**config.mk**
```make
export PLATFORM = sky130hd
export DESIGN_NAME = qupls4_fu_occupancy_scheduler_flat
export DESIGN_NICKNAME = d
export VERILOG_FILES = /design/src/rtl/qupls4_fu_occupancy_scheduler_if.sv /design/src/rtl/qupls4_fu_occupancy_scheduler.sv /design/src/flat_wrapper.sv
export SDC_FILE = /design/constraint.sdc
export NUM_CORES = 1
export LEC_CHECK = 0
export ABC_CLOCK_PERIOD_IN_PS = 2800
export CORE_MARGIN = 2
export CORE_UTILIZATION = 35
export DETAILED_ROUTE_END_ITERATION = 16
export SYNTH_ARGS = -nofsm -noshare
export SYNTH_HDL_FRONTEND = slang
export SYNTH_SLANG_ARGS = --single-unit
```
**constraint.sdc**
```tcl
create_clock -name clk -period 2.8 [get_ports clk]
set_clock_uncertainty 0.05 [all_clocks]
set_input_delay 0.7 -clock clk [delete_from_list [all_inputs] [get_ports clk]]
set_output_delay 0.7 -clock clk [all_outputs]
set_load 0.02 [all_outputs]
```
**src/rtl/qupls4_fu_occupancy_scheduler_if.sv**
```systemverilog
// Dispatch-side bus between the dispatcher and the FU occupancy scheduler:
// dispatched slots flow in, the registered per-unit busy vector flows back.
interface qupls4_fu_occupancy_scheduler_if #(
   parameter int unsigned DISPATCH_COUNT = 6,
   parameter int unsigned NFU = 16
);
   logic [DISPATCH_COUNT-1:0]   disp_v;
   logic [DISPATCH_COUNT*4-1:0] disp_fu;
   logic [NFU-1:0]              busy_o;

   modport master (output disp_v, output disp_fu, input busy_o);
   modport slave (input disp_v, input disp_fu, output busy_o);
endinterface

```
**src/rtl/qupls4_fu_occupancy_scheduler.sv**
```systemverilog
// Per-functional-unit occupancy counters producing the dispatcher's busy vector.
// Optional QUPLS4_FU_BUSY_STATS_EN builds per-unit busy-cycle statistics counters.
module qupls4_fu_occupancy_scheduler #(
   parameter int unsigned DISPATCH_COUNT = 6,
   parameter int unsigned NFU = 16,
   parameter int unsigned CNTW = 7,
   parameter int unsigned DIV_LAT = 40,
   parameter int unsigned TRIG_LAT = 24,
   parameter logic [NFU-1:0] CANCEL_MASK = 'h0048
) (
   input  logic                 clk,
   input  logic                 rst,
   qupls4_fu_occupancy_scheduler_if.slave dif,
   input  logic [NFU-1:0]       fu_done,
   input  logic [NFU-1:0]       rs_full,
   input  logic                 flush,
   input  logic                 cfg_we,
   input  logic [3:0]           cfg_fu,
   input  logic [CNTW-1:0]      cfg_lat,
   output logic [NFU-1:0]       err_o,
   input  logic [3:0]           stat_fu,
   output logic [15:0]          stat_cnt
);

   logic [CNTW-1:0] cnt_q [NFU];
   logic [CNTW-1:0] cnt_d [NFU];
   logic [CNTW-1:0] lat_q [NFU];
   logic [NFU-1:0]  hit, multi, err_d, busy_d, busy_q, err_q;

   assign dif.busy_o = busy_q;
   assign err_o      = err_q;

   always_comb begin
      logic [3:0] fu;
      fu    = '0;
      hit   = '0;
      multi = '0;
      for (int s = 0; s < DISPATCH_COUNT; s++) begin
         if (dif.disp_v[s]) begin
            fu = dif.disp_fu[s*4 +: 4];
            if (hit[fu]) multi[fu] = 1'b1;
            hit[fu] = 1'b1;
         end
      end
      for (int f = 0; f < NFU; f++) begin
         // Every same-unit slot carries the same load value, so the lowest slot wins implicitly.
         if (hit[f])
            cnt_d[f] = lat_q[f];
         else if (flush && CANCEL_MASK[f])
            cnt_d[f] = '0;
         else if (fu_done[f])
            cnt_d[f] = '0;
         else if (cnt_q[f] != '0)
            cnt_d[f] = cnt_q[f] - CNTW'(1);
         else
            cnt_d[f] = '0;
         err_d[f]  = hit[f] && ((cnt_q[f] != '0) || (multi[f] && (lat_q[f] != '0)));
         busy_d[f] = (cnt_d[f] != '0) || rs_full[f];
      end
   end

   always_ff @(posedge clk) begin
      if (rst) begin
         for (int f = 0; f < NFU; f++) begin
            cnt_q[f] <= '0;
            if (f == 3)
               lat_q[f] <= CNTW'(DIV_LAT);
            else if (f == 6)
               lat_q[f] <= CNTW'(TRIG_LAT);
            else
               lat_q[f] <= '0;
         end
         busy_q <= '0;
         err_q  <= '0;
      end else begin
         for (int f = 0; f < NFU; f++) cnt_q[f] <= cnt_d[f];
         busy_q <= busy_d;
         err_q  <= err_q | err_d;
         // Same-cycle dispatch already sampled the old entry through cnt_d.
         if (cfg_we) lat_q[cfg_fu] <= cfg_lat;
      end
   end

`ifdef QUPLS4_FU_BUSY_STATS_EN
   logic [15:0] stat_q [NFU];
   logic [15:0] stat_rd_q;

   always_ff @(posedge clk) begin
      if (rst) begin
         for (int f = 0; f < NFU; f++) stat_q[f] <= '0;
         stat_rd_q <= '0;
      end else begin
         for (int f = 0; f < NFU; f++)
            if (busy_q[f] && (stat_q[f] != 16'hFFFF)) stat_q[f] <= stat_q[f] + 16'd1;
         stat_rd_q <= stat_q[stat_fu];
      end
   end

   assign stat_cnt = stat_rd_q;
`else
   logic unused_stat_fu;
   assign unused_stat_fu = ^stat_fu;
   assign stat_cnt = '0;
`endif

endmodule

```
**src/flat_wrapper.sv**
```systemverilog
// flat-port wrapper written by rule: the top's interface ports become plain ports
module qupls4_fu_occupancy_scheduler_flat 
#(
   parameter int unsigned DISPATCH_COUNT = 6,
   parameter int unsigned NFU = 16,
   parameter int unsigned CNTW = 7,
   parameter int unsigned DIV_LAT = 40,
   parameter int unsigned TRIG_LAT = 24,
   parameter logic [NFU-1:0] CANCEL_MASK = 'h0048
)
  (clk, rst, fu_done, rs_full, flush, cfg_we, cfg_fu, cfg_lat, err_o, stat_fu, stat_cnt, dif_disp_v, dif_disp_fu, dif_busy_o);
  qupls4_fu_occupancy_scheduler_if #(.DISPATCH_COUNT(DISPATCH_COUNT), .NFU(NFU)) dif_i ();
  input  logic clk;
  input  logic rst;
  input  logic [NFU-1:0] fu_done;
  input  logic [NFU-1:0] rs_full;
  input  logic flush;
  input  logic cfg_we;
  input  logic [3:0] cfg_fu;
  input  logic [CNTW-1:0] cfg_lat;
  output logic [NFU-1:0] err_o;
  input  logic [3:0] stat_fu;
  output logic [15:0] stat_cnt;
  input wire logic [$bits(dif_i.disp_v)-1:0] dif_disp_v;
  input wire logic [$bits(dif_i.disp_fu)-1:0] dif_disp_fu;
  output wire logic [$bits(dif_i.busy_o)-1:0] dif_busy_o;
  assign dif_i.disp_v = dif_disp_v;
  assign dif_i.disp_fu = dif_disp_fu;
  assign dif_busy_o = dif_i.busy_o;
  qupls4_fu_occupancy_scheduler #(.DISPATCH_COUNT(DISPATCH_COUNT), .NFU(NFU), .CNTW(CNTW), .DIV_LAT(DIV_LAT), .TRIG_LAT(TRIG_LAT), .CANCEL_MASK(CANCEL_MASK)) u_core (.clk(clk), .rst(rst), .dif(dif_i), .fu_done(fu_done), .rs_full(rs_full), .flush(flush), .cfg_we(cfg_we), .cfg_fu(cfg_fu), .cfg_lat(cfg_lat), .err_o(err_o), .stat_fu(stat_fu), .stat_cnt(stat_cnt));
endmodule
```
# Word-level counts from Yosys, hierarchy flattened
# Memory sizes are Yosys's and may differ from the RTL's.
# Cells that the tools add are included.
totals:
  ramBits: 224
  rom_bits: 16
  input_bits: 81
  mem_count: 3
  latchBits: 0
  wordCells: 295
  ff_bits: 32
  output_inout_bits: 48
mem_list:
  columns: ["memory", "depth", "word_bits", "read_ports", "rd_clocked_by_memory_dff", "wr", "line", "text"]
  rows:
  - ["u_core.cnt_q", 16, 7, 16, 0, 16, "qupls4_fu_occupancy_scheduler.sv:25", "logic [CNTW-1:0] cnt_q [NFU];"]
  - ["u_core.lat_q", 16, 7, 16, 0, 16, "qupls4_fu_occupancy_scheduler.sv:27", "logic [CNTW-1:0] lat_q [NFU];"]
  - ["(name not given)", 16, 1, 1, 0, 0, "qupls4_fu_occupancy_scheduler.sv:41", "if (hit[fu]) multi[fu] = 1'b1;"]
op_classes:
  div: 0
  reduce_logical: 119
  magnitude_cmp: 12
  bitwise: 27
  eq_ne: 0
  n_shift: 0
  addsub: 16
  mux: 116
  multipliers: 0
ops:
  columns: ["operator", "count"]
  rows:
  - ["7-bit two-way mux", 67]
  - ["7-bit nonzero test", 48]
  - ["16-bit two-way mux", 18]
  - ["16-bit OR", 11]
  - ["7-bit by 1-bit subtractor with 7-bit output, second input constant", 16]
  - ["1-bit logical AND", 38]
  - ["1-bit logical OR", 32]
  - ["4-bit by 5-bit less-than comparator with 1-bit output, second input constant", 6]
  - ["1-bit demux with 4-bit select", 6]
  - ["4-bit by 1-bit >= comparator with 1-bit output, second input constant", 6]
  - ["1-bit binary-select mux with 4-bit select", 5]
  - ["1-bit two-way mux", 19]
  - ["1-bit OR", 16]
  - ["7-bit OR reduction", 1]
  - ["4-bit two-way mux", 1]

# Logic depth before layout (Yosys ltp)
# Gate-level depths: netlist (run 1).
depth:
  depth_word: 25
  mapped_depth: 9
  depth_no_buf: 8

# Worst setup path after synthesis (run 1)
# Ideal clock, no wire load.
synth_path:
  path_type: "input to register"
  startpoint: "in rst"
  endpoint: "mem u_core.lat_q[12][0] (enable)"
  path_buffers: 2
  path_slack_ns: 0.284
  t_required_ns: 2.369
  stages: 6
  t_arrival_ns: 2.085
  setup_time_ns: 0.381
  cell_sequence: "clkbuf_1 -> inv_2 -> nand2_1 -> or3_1 -> clkbuf_1 -> o21ai_0"
synth_rtl:
  columns: ["element", "line", "text"]
  rows:
  - ["start, declared", "flat_wrapper.sv:14", "input logic rst;"]
  - ["end, declared", "qupls4_fu_occupancy_scheduler.sv:27", null]

# Final worst setup path (run 1)
layout_path:
  startpoint: "in dif_disp_fu[8]"
  endpoint: "reg u_core.busy_q[7] (netlist: u_core.dif.busy_o[7])"
layout_between:
  elab_chain_cells: 15
  elab_cells_between_ends: 16
  cone_classes: "order compare: 2; mux: 7; bitwise: 4; reduce/logical: 3"
layout_rtl:
  columns: ["element", "line", "text"]
  rows:
  - ["start, declared", "flat_wrapper.sv:25", "input wire logic [$bits(dif_i.disp_fu)-1:0] dif_disp_fu;"]
  - ["4-bit by 5-bit less-than comparator with 1-bit output (implied by the code) or 4-bit by 1-bit >= comparator with 1-bit output (tied branches)", "qupls4_fu_occupancy_scheduler.sv:42", "hit[fu] = 1'b1;"]
  - ["1-bit logical AND (implied by the code)", "qupls4_fu_occupancy_scheduler.sv:42", null]
  - ["1-bit two-way mux (implied by the code)", "qupls4_fu_occupancy_scheduler.sv:42", null]
  - ["1-bit demux with 4-bit select *", null, null]
  - ["16-bit OR (no line) *", null, null]
  - ["16-bit two-way mux *", "qupls4_fu_occupancy_scheduler.sv:39", "if (dif.disp_v[s]) begin"]
  - ["16-bit OR (no line)", null, null]
  - ["16-bit two-way mux *", "qupls4_fu_occupancy_scheduler.sv:39", null]
  - ["16-bit OR (no line)", null, null]
  - ["16-bit two-way mux *", "qupls4_fu_occupancy_scheduler.sv:39", null]
  - ["16-bit OR (no line)", null, null]
  - ["16-bit two-way mux *", "qupls4_fu_occupancy_scheduler.sv:39", null]
  - ["7-bit two-way mux *", "qupls4_fu_occupancy_scheduler.sv:47", "if (hit[f])"]
  - ["7-bit nonzero test *", "qupls4_fu_occupancy_scheduler.sv:58", "busy_d[f] = (cnt_d[f] != '0) || rs_full[f];"]
  - ["1-bit logical OR *", "qupls4_fu_occupancy_scheduler.sv:58", null]
  - ["end signal, assigned", "qupls4_fu_occupancy_scheduler.sv:77", "busy_q <= busy_d;"]
  - ["end, declared", "qupls4_fu_occupancy_scheduler.sv:28", "logic [NFU-1:0] hit, multi, err_d, busy_d, busy_q, err_q;"]
# Mark *: on every way between the ends. The rest lies on a longest branch, timed or not.
# A chain may end at the register's enable or synchronous reset.

==> run summary, run 1 <==
Fmax achieved = 390 MHz
CTS resizes = 0
hold crit path type = input pin to register
fillers = 3912
share of cells above drive strength 1 = 0.147
sequential share of power = 0.386
Clock Latency Late Sink = 0.57 ns
Clock Path Buffers = 3
CTS Hold Bufs = 0
Layout Nets = 2017
drt pass-1 iters = 7
total power draw = 12.2 mW
Hold Path Sink = u_core.dif.busy_o[15]
hold_sp = rst
FF-to-FF Start = u_core.cnt_q[0][49]
Remaining DRCs = 0
Root Buffer = clkbuf_16
Cell Area, Synth = 0.0144 mm^2
min Tclk post-route = 2.56 ns
Max-Cap Viols = 0
CTS buffer count = 30
site row count = 74
per-cell routed wire length = 17.3 um
reg2reg end = u_core.dif.busy_o[7]
Core Area = 0.0406 mm^2
H-tree levels = 1
Fin Setup TNS = 0 ns
final hold viol count = 0
Placer Congestion = 0.963
Post-Layout Cell Count = 2462
GRT Util Overall = 0.200
GRT overflow = 0
CP Max Fanout = 6
Worst IR Drop VDD = 0.458 mV
CP endpoint kind = register
P&R area growth vs syn = 27.8%
switching power = 3.79 mW
CTS sink count = 256
Final Cycle Share = 0.915
Die Y = 207 um
Comb power frac = 0.292
Syn. warnings = 0
total power divided by cell area = 663 mW/mm^2
initial antenna violation count = 6
WP data arrival = 3.00 ns
vias in the first global route = 12524
Vias/cell = 5.23
Int Power = 8.36 mW
final hold slack = 0.374 ns
Worst-Margin Slew = 0.734 ns
crit path kind = input pin to register
cells after synthesis = 1630
worst r2r path cells = 7
number of flops mapped to enable cells by yosys = 112
Post-DP HPWL = 31700 um
Clock Pin Slew Worst Setup and Hold Paths = 0.06 ns
startpoint types = input pin
RSZ-0062 raised after global routing = false
Yosys cell types = 87
largest net degree at the start of global routing = 153
first-pass GRT wire length = 66500 um
Avg Cell Area, Syn = 8.81 um^2
Sw Share = 0.312
Seq/Total Area, Yosys = 0.435
die width = 207 um
# IOs = 129
Vias = 12875
worst hold path cell count = 3
Clk pwr share = 0.322
Relative slew margins = 0.511
synthesized flop and latch total = 256
Die ar. = 0.0426 mm^2
final wirelength = 42700 um
DP Cell Count = 2404
antenna-violating nets left = 0
Starting Density = 0.353
Critical Path RT = 3.24 ns
1st-iter DRT viols = 902
Setup-failing EPs final = 0
I/O Buffers = 108
CTS tree = done
LEAKAGE = 7.13 nW
Max Transition Viols Final = 0
top_reg_cell synth = dfxtp_1
flop2flop setup slack = 0.65 ns
Async SR Flop Fraction = 0
postcts setup bufs = 0
status = finished clean
[flip-flops by register name, indices dropped and copies added, names as in the netlist]
name	cells
u_core.cnt_q	112
u_core.lat_q	112
u_core.err_o	16
u_core.dif.busy_o	16
[critical path, cell delays in order]
cell and delay [ns]:
clkdlybuf4s50_1 0.55, buf_4 0.23, nand2_2 0.15, a2bb2oi_1 0.27, nand3_1 0.18, or4_1 0.52, a21oi_1 0.25, o21bai_1 0.15
[cells in the mapped netlist (8+ instances only)]
master	instances	area, um^2
mux2i_1	24	240
nand3_1	52	260
nor2_1	177	664
o21ai_0	45	225
o22ai_1	16	100
or3_1	54	338
dfxtp_1	144	2880
xor2_1	37	324
or4_1	13	97.6
a21oi_1	124	621
and2_1	113	707
nand2_1	142	533
buf_2	25	125
buf_4	17	128
a211oi_1	10	75.1
nor4_1	32	200
nand2b_1	27	169
and3b_1	9	78.8
clkbuf_1	36	135
inv_1	46	173
ha_1	32	400
nor3b_1	15	113
or2_2	13	81.3
xnor2_1	46	403
nand3b_1	13	97.6
a31oi_1	12	75.1
o211ai_1	8	60.1
nor2b_1	12	75.1
and3_1	13	81.3
edfxtp_1	112	3360
nor3_1	92	460
[power groups by stage]
stage | Sequential (mW) | Combinational (mW) | Clock [mW]
2_1_floorplan | 4.77 | 2.44 | 0
3_3_place_gp | 4.76 | 3.46 | 0
3_5_place_dp | 4.76 | 3.52 | 0
4_1_cts | 4.69 | 3.55 | 4.00
5_1_grt | 4.76 | 3.97 | 4.15
6_report | 4.70 | 3.54 | 3.91
[cells in the final DEF (no fill, tap or decap), drive strengths merged, types with 37 or more instances in the layout]
cell	n
a21oi	124
buf	201
xnor2	46
o21ai	47
and2	114
edfxtp	112
nand2	145
nor2	179
or3	55
nand3	52
inv	47
clkdlybuf4s50	107
dfxtp	144
clkbuf	40
xor2	37
nor3	93
[layout make-up]
class	instances	area, um^2	share of cell area
Antenna cell	2	5.00	0.000273
Clock buffer	40	798	0.0435
Clock inverter	16	189	0.0103
Inverter	47	176	0.00962
Multi-Input combinational cell	1261	7580	0.413
Sequential cell	256	6250	0.341
Tap cell	532	666	0.0363
Timing Repair Buffer	308	2680	0.146
[metrics by stage]
| stage | instance area [um^2] | setup WS [ns] | utilization |
|---|---|---|---|
| after floorplan | 14400 | 0.284 | - |
| after global placement | 17300 | -0.232 | 0.427 |
| after detailed placement | 17300 | -0.260 | 0.427 |
| after CTS | 18300 | 0.309 | 0.451 |
| after global routing | 18300 | 0.134 | 0.451 |
| final | 18300 | 0.238 | 0.451 |
[layer usage]
layer | track usage | wire, um | vias up
met2 | 0.335 | 19900 | 340
met4 | 0.0694 | 1320 | 6
met5 | 0 | 43 | -
met3 | 0.0268 | 2360 | 83
li1 | - | - | 6349
met1 | 0.266 | 19100 | 6097
[cell families after synthesis]
| family | Yosys count | synth area share |
|---|---|---|
| simple gates | 817 | 0.302 |
| compound gates | 284 | 0.123 |
| flops | 256 | 0.435 |
| buf+inv | 128 | 0.0411 |
| xor+xnor | 83 | 0.0506 |
| fa+ha+maj | 37 | 0.0314 |
| mux | 24 | 0.0167 |
| other cells | 1 | 0.000261 |
[worst max-delay path by stage]
stage                             to  slack (ns)  depth (start not counted)       startpoint
6_report        u_core.dif.busy_o[7]        0.24                          8   dif_disp_fu[8]
5_1_grt         u_core.dif.busy_o[7]        0.13                          8   dif_disp_fu[8]
4_1_cts         u_core.dif.busy_o[5]        0.31                          9  dif_disp_fu[17]
3_5_place_dp         u_core.err_o[8]       -0.26                          8    dif_disp_v[2]
3_3_place_gp   u_core.dif.busy_o[11]       -0.23                          7  dif_disp_fu[10]
2_1_floorplan    u_core.lat_q[12][0]        0.28                          6              rst
Note: power is estimated with default switching activity, not from simulation.
==> inputs of run 2 (changes only) <==
CTS_CLUSTER_SIZE = 20   (was default)
SLEW_MARGIN = 20   (was default)
==> results of run 2 <==
Final layout, timing and power as in run 1 (identical DEF).
